--- src/rtl/ps2_key_decoder_pkg.sv ---
`timescale 1ns/1ps
`default_nettype none
// ============================================================================
// Module      : ps2_key_decoder_pkg
// Description : Shared definitions for the PS/2 keyboard front end.
//               - Move codes (also consumed by GameControl).
//               - PS/2 Set-2 prefix and key scan codes.
//               - Frame receiver state type.
//               - Make-code to move-code mapping helper.
// Revision    : 1.0 - initial release
// ============================================================================
package ps2_key_decoder_pkg;

    // Move codes presented on keyboard_signal
    localparam logic [1:0] KEY_NONE   = 2'b00;
    localparam logic [1:0] KEY_LEFT   = 2'b01;
    localparam logic [1:0] KEY_RIGHT  = 2'b10;
    localparam logic [1:0] KEY_ROTATE = 2'b11;

    // Set-2 prefix bytes
    localparam logic [7:0] SC_EXT   = 8'hE0;
    localparam logic [7:0] SC_BREAK = 8'hF0;

    // Extended (E0-prefixed) arrow keys
    localparam logic [7:0] SC_EXT_LEFT   = 8'h6B;
    localparam logic [7:0] SC_EXT_RIGHT  = 8'h74;
    localparam logic [7:0] SC_EXT_ROTATE = 8'h75;

    // Plain letter keys A / D / W
    localparam logic [7:0] SC_KEY_A = 8'h1C;
    localparam logic [7:0] SC_KEY_D = 8'h23;
    localparam logic [7:0] SC_KEY_W = 8'h1D;

    // 11-bit frame receiver states
    typedef enum logic [1:0] {
        ST_IDLE   = 2'd0,
        ST_DATA   = 2'd1,
        ST_PARITY = 2'd2,
        ST_STOP   = 2'd3
    } rx_state_e;

    // Map a make code (with its extended-prefix flag) to a move code.
    // Unmapped codes return KEY_NONE.
    function automatic logic [1:0] map_make_code(input logic       ext,
                                                 input logic [7:0] code);
        logic [1:0] move;
        move = KEY_NONE;
        if (ext) begin
            case (code)
                SC_EXT_LEFT:   move = KEY_LEFT;
                SC_EXT_RIGHT:  move = KEY_RIGHT;
                SC_EXT_ROTATE: move = KEY_ROTATE;
                default:       move = KEY_NONE;
            endcase
        end else begin
            case (code)
                SC_KEY_A: move = KEY_LEFT;
                SC_KEY_D: move = KEY_RIGHT;
                SC_KEY_W: move = KEY_ROTATE;
                default:  move = KEY_NONE;
            endcase
        end
        return move;
    endfunction

endpackage : ps2_key_decoder_pkg
`default_nettype wire

--- src/rtl/ps2_key_decoder_frame_rx.sv ---
`timescale 1ns/1ps
`default_nettype none
// ============================================================================
// Module      : ps2_frame_rx
// Description : PS/2 11-bit frame receiver. Synchronises the raw PS/2 lines,
//               detects falling edges of the PS/2 clock, shifts in the data
//               byte LSB first, checks odd parity and the stop bit, and aborts
//               a frame that stalls between edges.
// Ports       : clk          - system clock
//               rst          - synchronous active-low reset
//               ps2_clk_i    - raw PS/2 clock (asynchronous)
//               ps2_data_i   - raw PS/2 data (asynchronous)
//               byte_o       - last good byte, valid with byte_valid_o
//               byte_valid_o - 1-cycle pulse after a good frame
//               frame_err_o  - 1-cycle pulse when a frame is discarded
// Revision    : 1.0 - initial release
// ============================================================================
module ps2_frame_rx
    import ps2_key_decoder_pkg::*;
#(
    parameter int TIMEOUT_CYCLES = 100000
) (
    input  logic       clk,
    input  logic       rst,
    input  logic       ps2_clk_i,
    input  logic       ps2_data_i,
    output logic [7:0] byte_o,
    output logic       byte_valid_o,
    output logic       frame_err_o
);

    localparam int TW = $clog2(TIMEOUT_CYCLES + 1);

    // Synchronisers; reset to the idle-high line level so that leaving reset
    // with idle lines does not look like a falling edge.
    logic ps2_clk_meta_q, ps2_clk_sync_q, ps2_clk_prev_q;
    logic ps2_data_meta_q, ps2_data_sync_q;

    rx_state_e       state_q, state_d;
    logic [2:0]      bit_cnt_q, bit_cnt_d;
    logic [7:0]      shift_q, shift_d;
    logic            parity_q, parity_d;
    logic [TW-1:0]   tmo_q, tmo_d;
    logic [7:0]      byte_q, byte_d;
    logic            byte_valid_q, byte_valid_d;
    logic            frame_err_q, frame_err_d;
    logic            fall_edge;

    assign fall_edge = ps2_clk_prev_q & ~ps2_clk_sync_q;

    always_ff @(posedge clk) begin
        if (!rst) begin
            ps2_clk_meta_q  <= 1'b1;
            ps2_clk_sync_q  <= 1'b1;
            ps2_clk_prev_q  <= 1'b1;
            ps2_data_meta_q <= 1'b1;
            ps2_data_sync_q <= 1'b1;
            state_q         <= ST_IDLE;
            bit_cnt_q       <= 3'd0;
            shift_q         <= 8'h00;
            parity_q        <= 1'b0;
            tmo_q           <= '0;
            byte_q          <= 8'h00;
            byte_valid_q    <= 1'b0;
            frame_err_q     <= 1'b0;
        end else begin
            ps2_clk_meta_q  <= ps2_clk_i;
            ps2_clk_sync_q  <= ps2_clk_meta_q;
            ps2_clk_prev_q  <= ps2_clk_sync_q;
            ps2_data_meta_q <= ps2_data_i;
            ps2_data_sync_q <= ps2_data_meta_q;
            state_q         <= state_d;
            bit_cnt_q       <= bit_cnt_d;
            shift_q         <= shift_d;
            parity_q        <= parity_d;
            tmo_q           <= tmo_d;
            byte_q          <= byte_d;
            byte_valid_q    <= byte_valid_d;
            frame_err_q     <= frame_err_d;
        end
    end

    always_comb begin
        state_d      = state_q;
        bit_cnt_d    = bit_cnt_q;
        shift_d      = shift_q;
        parity_d     = parity_q;
        tmo_d        = '0;
        byte_d       = byte_q;
        byte_valid_d = 1'b0;
        frame_err_d  = 1'b0;

        // Inter-edge watchdog runs only while a frame is in progress
        if (state_q != ST_IDLE && !fall_edge) begin
            tmo_d = tmo_q + TW'(1);
        end

        case (state_q)
            ST_IDLE: begin
                // Only a low data line on the edge is a start bit
                if (fall_edge && !ps2_data_sync_q) begin
                    state_d   = ST_DATA;
                    bit_cnt_d = 3'd0;
                end
            end
            ST_DATA: begin
                if (fall_edge) begin
                    shift_d   = {ps2_data_sync_q, shift_q[7:1]};
                    bit_cnt_d = bit_cnt_q + 3'd1;
                    if (bit_cnt_q == 3'd7) begin
                        state_d = ST_PARITY;
                    end
                end
            end
            ST_PARITY: begin
                if (fall_edge) begin
                    parity_d = ps2_data_sync_q;
                    state_d  = ST_STOP;
                end
            end
            ST_STOP: begin
                if (fall_edge) begin
                    state_d = ST_IDLE;
                    // Odd parity over data+parity and a high stop bit
                    if (ps2_data_sync_q && (^{shift_q, parity_q})) begin
                        byte_d       = shift_q;
                        byte_valid_d = 1'b1;
                    end else begin
                        frame_err_d = 1'b1;
                    end
                end
            end
            default: state_d = ST_IDLE;
        endcase

        // Stalled frame: the count would reach TIMEOUT_CYCLES this cycle
        if (state_q != ST_IDLE && !fall_edge && tmo_q == TW'(TIMEOUT_CYCLES - 1)) begin
            state_d     = ST_IDLE;
            tmo_d       = '0;
            frame_err_d = 1'b1;
        end
    end

    assign byte_o       = byte_q;
    assign byte_valid_o = byte_valid_q;
    assign frame_err_o  = frame_err_q;

endmodule : ps2_frame_rx
`default_nettype wire

--- src/rtl/ps2_key_decoder.sv ---
`timescale 1ns/1ps
`default_nettype none
// ============================================================================
// Module      : ps2_key_decoder
// Description : PS/2 keyboard to move-code decoder. Tracks the E0/F0 prefix
//               state across received bytes, maps make codes to move codes
//               and holds each decoded move for HOLD_CYCLES clocks.
// Ports       : clk             - system clock
//               rst             - synchronous active-low reset
//               ps2_clk         - raw PS/2 clock (asynchronous)
//               ps2_data        - raw PS/2 data (asynchronous)
//               keyboard_signal - move code: 00 none, 01 left, 10 right,
//                                 11 rotate
//               key_valid       - 1-cycle pulse when a new code is emitted
//               frame_err       - 1-cycle pulse when a frame is discarded
// Revision    : 1.0 - initial release
// ============================================================================
module ps2_key_decoder
    import ps2_key_decoder_pkg::*;
#(
    parameter int HOLD_CYCLES    = 50000,
    parameter int TIMEOUT_CYCLES = 100000
) (
    input  logic       clk,
    input  logic       rst,
    input  logic       ps2_clk,
    input  logic       ps2_data,
    output logic [1:0] keyboard_signal,
    output logic       key_valid,
    output logic       frame_err
);

    localparam int HW = (HOLD_CYCLES > 1) ? $clog2(HOLD_CYCLES) : 1;

    logic [7:0]    rx_byte;
    logic          rx_valid;
    logic          rx_err;

    logic          ext_q, ext_d;
    logic          brk_q, brk_d;
    logic [1:0]    key_q, key_d;
    logic          valid_q, valid_d;
    logic [HW-1:0] hold_q, hold_d;
    logic [1:0]    make_move;

    ps2_frame_rx #(
        .TIMEOUT_CYCLES (TIMEOUT_CYCLES)
    ) u_frame_rx (
        .clk          (clk),
        .rst          (rst),
        .ps2_clk_i    (ps2_clk),
        .ps2_data_i   (ps2_data),
        .byte_o       (rx_byte),
        .byte_valid_o (rx_valid),
        .frame_err_o  (rx_err)
    );

    assign make_move = map_make_code(ext_q, rx_byte);

    always_ff @(posedge clk) begin
        if (!rst) begin
            ext_q   <= 1'b0;
            brk_q   <= 1'b0;
            key_q   <= KEY_NONE;
            valid_q <= 1'b0;
            hold_q  <= '0;
        end else begin
            ext_q   <= ext_d;
            brk_q   <= brk_d;
            key_q   <= key_d;
            valid_q <= valid_d;
            hold_q  <= hold_d;
        end
    end

    always_comb begin
        ext_d   = ext_q;
        brk_d   = brk_q;
        key_d   = key_q;
        hold_d  = hold_q;
        valid_d = 1'b0;

        // Hold countdown; the move drops back to none after the cycle at 0
        if (key_q != KEY_NONE) begin
            if (hold_q == '0) begin
                key_d = KEY_NONE;
            end else begin
                hold_d = hold_q - HW'(1);
            end
        end

        if (rx_err) begin
            // A discarded frame breaks any prefix sequence in progress
            ext_d = 1'b0;
            brk_d = 1'b0;
        end else if (rx_valid) begin
            if (rx_byte == SC_EXT) begin
                ext_d = 1'b1;
            end else if (rx_byte == SC_BREAK) begin
                brk_d = 1'b1;
            end else if (brk_q) begin
                // Release code: swallowed
                ext_d = 1'b0;
                brk_d = 1'b0;
            end else begin
                ext_d = 1'b0;
                // A new make code (including a repeat) pre-empts any hold
                if (make_move != KEY_NONE) begin
                    key_d   = make_move;
                    hold_d  = HW'(HOLD_CYCLES - 1);
                    valid_d = 1'b1;
                end
            end
        end
    end

    assign keyboard_signal = key_q;
    assign key_valid       = valid_q;
    assign frame_err       = rx_err;

endmodule : ps2_key_decoder
`default_nettype wire

--- config.mk ---
export PLATFORM = sky130hd
export DESIGN_NAME = ps2_key_decoder
export DESIGN_NICKNAME = d
export VERILOG_FILES = /design/src/rtl/ps2_key_decoder_pkg.sv /design/src/rtl/ps2_key_decoder_frame_rx.sv /design/src/rtl/ps2_key_decoder.sv
export SDC_FILE = /design/constraint.sdc
export NUM_CORES = 1
export LEC_CHECK = 0
export CORE_MARGIN = 1.5
export CORE_UTILIZATION = 52
export DETAILED_ROUTE_END_ITERATION = 16
export PLACE_DENSITY = 0.68
export SYNTH_ARGS = -nofsm -noshare
export SYNTH_HDL_FRONTEND = slang
export SYNTH_SLANG_ARGS = --single-unit
--- constraint.sdc ---
create_clock -name clk -period 2.7 [get_ports clk]
set_clock_uncertainty 0.1 [all_clocks]
set_input_delay 0.54 -clock clk [delete_from_list [all_inputs] [get_ports clk]]
set_output_delay 0.54 -clock clk [all_outputs]
set_load 0.03 [all_outputs]
; Word-level counts from Yosys, hierarchy flattened
; Index checks and enable logic that the tools add are counted.
[word_totals]
reg_bits = 67
latch_bits = 0
mem_bits_rw = 0
rom_bits = 0
in_bits = 4
out_inout_bits = 4
n_memories = 0
[classes]
addsub = 3
multipliers = 0
n_div = 0
n_lt_le_gt_ge = 0
eq_ne = 19
shifts = 0
muxes = 37
bitwise_logic = 6
n_reduce_logical = 25
[ops]
columns = operator, n
row1 = two-way mux 16 bit, 8
row2 = two-way mux 2 bit, 14
row3 = equality test 8 x 7 -> 1 bit (second input constant), 3
row4 = adder 17 x 1 -> 17 bit (second input constant), 1
row5 = equality test 17 bit (second input constant), 1
row6 = equality test 8 x 5 -> 1 bit (second input constant), 2
row7 = equality test 8 bit (second input constant), 2
row8 = logical NOT 16 bit, 1
row9 = subtractor 16 x 1 -> 16 bit (second input constant), 1
row10 = case mux 2 bit (3 select lines), 2
row11 = inequality test 2 x 1 -> 1 bit (second input constant), 5
row12 = two-way mux 1 bit, 9
row13 = AND reduction 3 bit, 3
row14 = XOR reduction 9 bit, 1
row15 = equality test 8 x 6 -> 1 bit (second input constant), 1
row16 = case mux 2 bit (4 select lines), 1
row17 = AND reduction 2 bit, 4
row18 = nonzero test 2 bit, 4
row19 = two-way mux 3 bit, 2
row20 = case mux 3 bit (2 select lines), 1
row21 = OR reduction 6 bit, 1
row22 = inverter 1 bit, 5
row23 = AND reduction 5 bit, 1
row24 = equality test 2 bit (second input constant), 2
row25 = other kinds (10), 15

; Logic depth before layout (Yosys ltp)
[logic_depth]
depth_word = 10
mapped_depth = 9

; Hierarchy
; A second synthesis with hierarchy kept.
[unflattened]
cells_unflattened = 352
hier_area_um2 = 3296.9
[by_module_without_submodules]
columns = mod, n_inst, cells_each, area_per_inst_um2, seq_area_each_um2
row1 = ps2_frame_rx, 1, 219, 2125.8, 920.9
row2 = ps2_key_decoder, 1, 133, 1171.1, 420.4

; Worst setup path after synthesis
; Ideal clock, no wire load.
[synth_timing]
kind = flip-flop to flip-flop
startpoint = reg u_frame_rx.state_q[0]
endpoint = reg u_frame_rx.tmo_q[10]
arrival_time_ns = 1.972
t_required_ns = 2.483
path_slack_ns = 0.511
path_stages_with_launch = 10
n_path_buf = 3
synth_period_minus_slack_ns = 2.189
path_cell_list = dfxtp_1 > inv_1 > ha_1 > clkbuf_1 > or3_1 > o31ai_1 > or3_1 > buf_2 > buf_2 > nor2_1
[synth_between]
elab_chain_cells = 4
elab_cells_between_ends = 5
classes_between = bitwise (1) / reduce/logical (4)
[synth_lines]
columns = element, line_no
row1 = start: declaration, ps2_key_decoder_frame_rx.sv:39  ; rx_state_e state_q, state_d;
row2 = start signal: assignment, ps2_key_decoder_frame_rx.sv:72  ; state_q <= state_d;
row3 = nonzero test 2 bit *, "ps2_key_decoder_frame_rx.sv:94, ps2_key_decoder_frame_rx.sv:137"
row4 = logical AND 1 bit *, "ps2_key_decoder_frame_rx.sv:94, ps2_key_decoder_frame_rx.sv:137"
row5 = logical AND 1 bit / inverter 1 bit (equally long branches), n/a
row6 = OR reduction 3 bit (no line) *, n/a
row7 = end signal: assignment, ps2_key_decoder_frame_rx.sv:76  ; tmo_q <= tmo_d;
row8 = end: declaration, ps2_key_decoder_frame_rx.sv:43  ; logic [TW-1:0] tmo_q, tmo_d;
; Every way passes the cells marked *; elsewhere a longest branch is shown, timed or not.
; A chain may end at the register's enable or synchronous reset.

; Worst setup path after layout
[layout_timing]
startpoint = reg hold_q[8]
endpoint = reg hold_q[9]
[layout_between]
elab_chain_cells = 9
elab_cells_between_ends = 10
classes_between = add/sub (1) / mux (8) / reduce/logical (1)
[layout_lines]
columns = element, line_no
row1 = start: declaration, ps2_key_decoder.sv:43  ; logic [HW-1:0] hold_q, hold_d;
row2 = start signal: assignment, ps2_key_decoder.sv:72  ; hold_q <= hold_d;
row3 = subtractor 16 x 1 -> 16 bit / logical NOT 16 bit (equally long branches), "ps2_key_decoder.sv:88, ps2_key_decoder.sv:85"
row4 = two-way mux 16 bit *, ps2_key_decoder.sv:85  ; if (hold_q == '0) begin
row5 = two-way mux 16 bit *, ps2_key_decoder.sv:84  ; if (key_q != KEY_NONE) begin
row6 = two-way mux 16 bit, ps2_key_decoder.sv:108  ; if (make_move != KEY_NONE) begin
row7 = two-way mux 16 bit, ps2_key_decoder.sv:101  ; end else if (brk_q) begin
row8 = two-way mux 16 bit, ps2_key_decoder.sv:99  ; end else if (rx_byte == SC_BREAK) begin
row9 = two-way mux 16 bit, ps2_key_decoder.sv:97  ; if (rx_byte == SC_EXT) begin
row10 = two-way mux 16 bit, ps2_key_decoder.sv:96  ; end else if (rx_valid) begin
row11 = two-way mux 16 bit *, ps2_key_decoder.sv:92  ; if (rx_err) begin
; Marked as above.

==> run_results.csv <==
group,metric,value,unit
critical_path,crit_chain,"or4_1 > or3_1 > o21ai_4 > nor4_1 > o31a_1",
logic_synthesis,synth-async-reset-ratio,0,
placement,port_buffers,7,
critical_path,required,2.83,ns
critical_path,cp_slowest_cell,"or4_1",
die,dieArea,6560,um^2
timing,hold_violations,0,
power,p_leak,1.24,nW
detailed_routing,post_drt_wl_per_cell,12.6,um
die,die_h,81.0,um
detailed_routing,dr.pass1.iters,4,
power,power,1.88,mW
logic_synthesis,synth-seq-cells,67,
cells_and_area,layout_common_cells,"67 x dfxtp_1, 43 x nor2_1, 34 x nand2_1, 30 x nand3_1",
logic_synthesis,yosysSeqAreaShare,0.424,
clocking,ctsResizeCount,0,
detailed_routing,routed_wl,5730,um
clocking,post_cts_buffers,0,
critical_path,critPathKind,"reg -> reg",
die,chipWidth,81.0,um
die,start_util,0.537,
clocking,cts-hold-fix-buffers,0,
timing,period_minus_slack,2.32,ns
cells_and_area,diodes,0,
logic_synthesis,synth_cell_types,52,
clocking,cts_buffers,9,
critical_path,r2r_end,"hold_q[9]",
timing,rsz0062_at_grt,"false",
logic_synthesis,synth_edf_count,0,
logic_synthesis,synth_top_area_frac,0.424,
cells_and_area,final_common_cell,"dfxtp_1",
detailed_routing,dr_total_vias,2503,
timing,setup_violations,0,
grt,grt_start_max_net_pins,32,
cells_and_area,postLayoutCellArea,3460,um^2
logic_synthesis,post_synth_main_area_contributors,"dfxtp_1 42%, nor2_1 5.1%, nand3_1 4.7%, nand2_1 4.0%, xor2_1 3.6%",
timing,worstMarginPinSlew,0.590,ns
critical_path,critPathLaunchType,"flop",
logic_synthesis,synth_nets,380,
logic_synthesis,ys.flop_type,"dfxtp_1",
worst_hold_path,hold_path_depth,1,
placement,gp_congestion,0.757,
clocking,clockRootBuffer,"clkbuf_8",
die,io_pins,8,
critical_path,ff2ff_path_depth,5,
grt,grt_overflow,0,
clocking,path_clk_slew,0.07,ns
worst_hold_path,min_from,"u_frame_rx.ps2_data_meta_q",
timing,finalSetupTns,0,ns
grt,grt_pass1_vias,2368,
run,cap_violations,0,
clocking,cts.sinks,67,
logic_synthesis,synth_cells,368,
placement,dp.cells,440,
timing,maxSlewViolCount,0,
timing,relSlewSlack,0.603,
clocking,cts_tree,"yes",
critical_path,worstSetupEndpointType,"flop",
critical_path,cp_max_fo,12,
die,row_count,28,
cells_and_area,nFillCells,535,
detailed_routing,drc,0,
cells_and_area,final_cells,456,
worst_hold_path,min_path_type,"reg -> reg",
critical_path,cp.arrival,2.45,ns
placement,place_area,3290,um^2
clocking,clock_path_buffers,2,
power,powerDensity,545,nW/um^2
logic_synthesis,synth.avg_cell_area,8.59,um^2
critical_path,reg2reg_from,"hold_q[8]",
critical_path,rrSetupSlack,0.38,ns
die,core,5890,um^2
status,run_status,"finished, final reports clean",
cells_and_area,layout-drive-gt1-share,0.0709,
timing,hold_slack,0.309,ns
cells_and_area,area_growth,9.38,%
logic_synthesis,synth_top_cell_by_area,"dfxtp_1",
clocking,clkLatencyLatePin,0.34,ns
detailed_routing,ant_nets,0,
worst_hold_path,hold_end,"u_frame_rx.ps2_data_sync_q",
grt,grtUsageTotal,0.200,
grt,grt_first_pass_wirelength,10200,um
grt,antenna_found_initial,0,
timing,clock.fmax,430,MHz
critical_path,cpPeakStageDelay,0.53,ns
detailed_routing,viasPerCell,5.49,
logic_synthesis,synth_warnings,0,
power,peakVddDrop,0.360,mV
clocking,cts.htree.levels,3,
cells_and_area,nets,388,
timing,fin_crit_sh,0.861,
critical_path,crit_start,"hold_q[8]",
placement,hpwl,4050,um
detailed_routing,drt_first_iter_violations,67,
logic_synthesis,synth_area,3160,um^2
-- state kept, by name, summed over array words and instances, names as in the netlist, 2 cells and up --
signal and flops:
keyboard_signal 2, u_frame_rx.bit_cnt_q 3, u_frame_rx.byte_o 8, hold_q 16
u_frame_rx.state_q 2, u_frame_rx.shift_q 8, u_frame_rx.tmo_q 17
-- cells by family after synthesis --
| logic type | synth area share |
|---|---|
| multiplexers | 0.0194 |
| flip-flops | 0.424 |
| AO/OA/AOI/OAI | 0.137 |
| AND/OR/NAND/NOR | 0.268 |
| adder cells (fa/ha/maj) | 0.0317 |
| XOR/XNOR | 0.0835 |
| buffers and inverters | 0.0368 |
-- cells in the mapped netlist, drive strengths merged (2+ instances only) --
master	count
inv	10
a21oi	18
nand3	30
nor3b	3
o31a	6
a211o	2
buf	6
or3	9
nor2	43
o211ai	4
a211oi	2
mux2i	5
xnor3	2
nor4b	2
nand2	34
nand2b	10
o31ai	2
ha	8
xor2	13
xnor2	12
nor3	9
or2	2
dfxtp	67
and3	2
o21a	4
nor2b	5
nor4	6
nand4	2
or4	5
clkbuf	9
o21ai	19
-- through the flow --
step                worst slack (ns)   util
floorplan                      0.511      -
global placement               0.432  0.559
detailed placement             0.406  0.559
CTS                            0.392  0.588
global route                   0.264  0.588
finish                         0.376  0.588
-- routing by layer --
metal | vias up | track usage | part of all wire
li1 | 1307 | - | -
met1 | 1166 | 0.244 | 0.49
met2 | 19 | 0.336 | 0.47
met3 | 11 | 0.0404 | 0.017
met4 | 0 | 0.0983 | 0.019
met5 | - | 0 | 0
-- power breakdown --
part | switching [mW] | total, mW | internal, mW
Clock | 0.369 | 0.723 | 0.354
Combinational | 0.0990 | 0.149 | 0.0497
Sequential | 0.0114 | 1.01 | 1.00
-- cell type report --
| cell class | instances | area, um^2 | area share |
|---|---|---|---|
| Timing Repair Buffer | 12 | 108 | 0.0311 |
| Tap cell | 75 | 93.8 | 0.0271 |
| Clock buffer | 11 | 141 | 0.0409 |
| Sequential cell | 67 | 1340 | 0.388 |
| Clock inverter | 5 | 28.8 | 0.00832 |
| Inverter | 11 | 41.3 | 0.0119 |
| Multi-Input combinational cell | 275 | 1700 | 0.493 |
-- worst max-delay path by stage --
stage,to,cells past startpoint
floorplan,u_frame_rx.tmo_q[10],9
CTS,hold_q[9],5
global placement,hold_q[9],5
global route,hold_q[9],5
finish,hold_q[9],5
detailed placement,hold_q[9],5
-- critical path: cells and delay by family, from the launching register on --
kind               cells  cell delay, ns
AOI/OAI and AO/OA      2            0.62
DFF                    1            0.34
and+or+nand+nor        3            1.16
No activity file was read; power rests on OpenSTA's default activity.
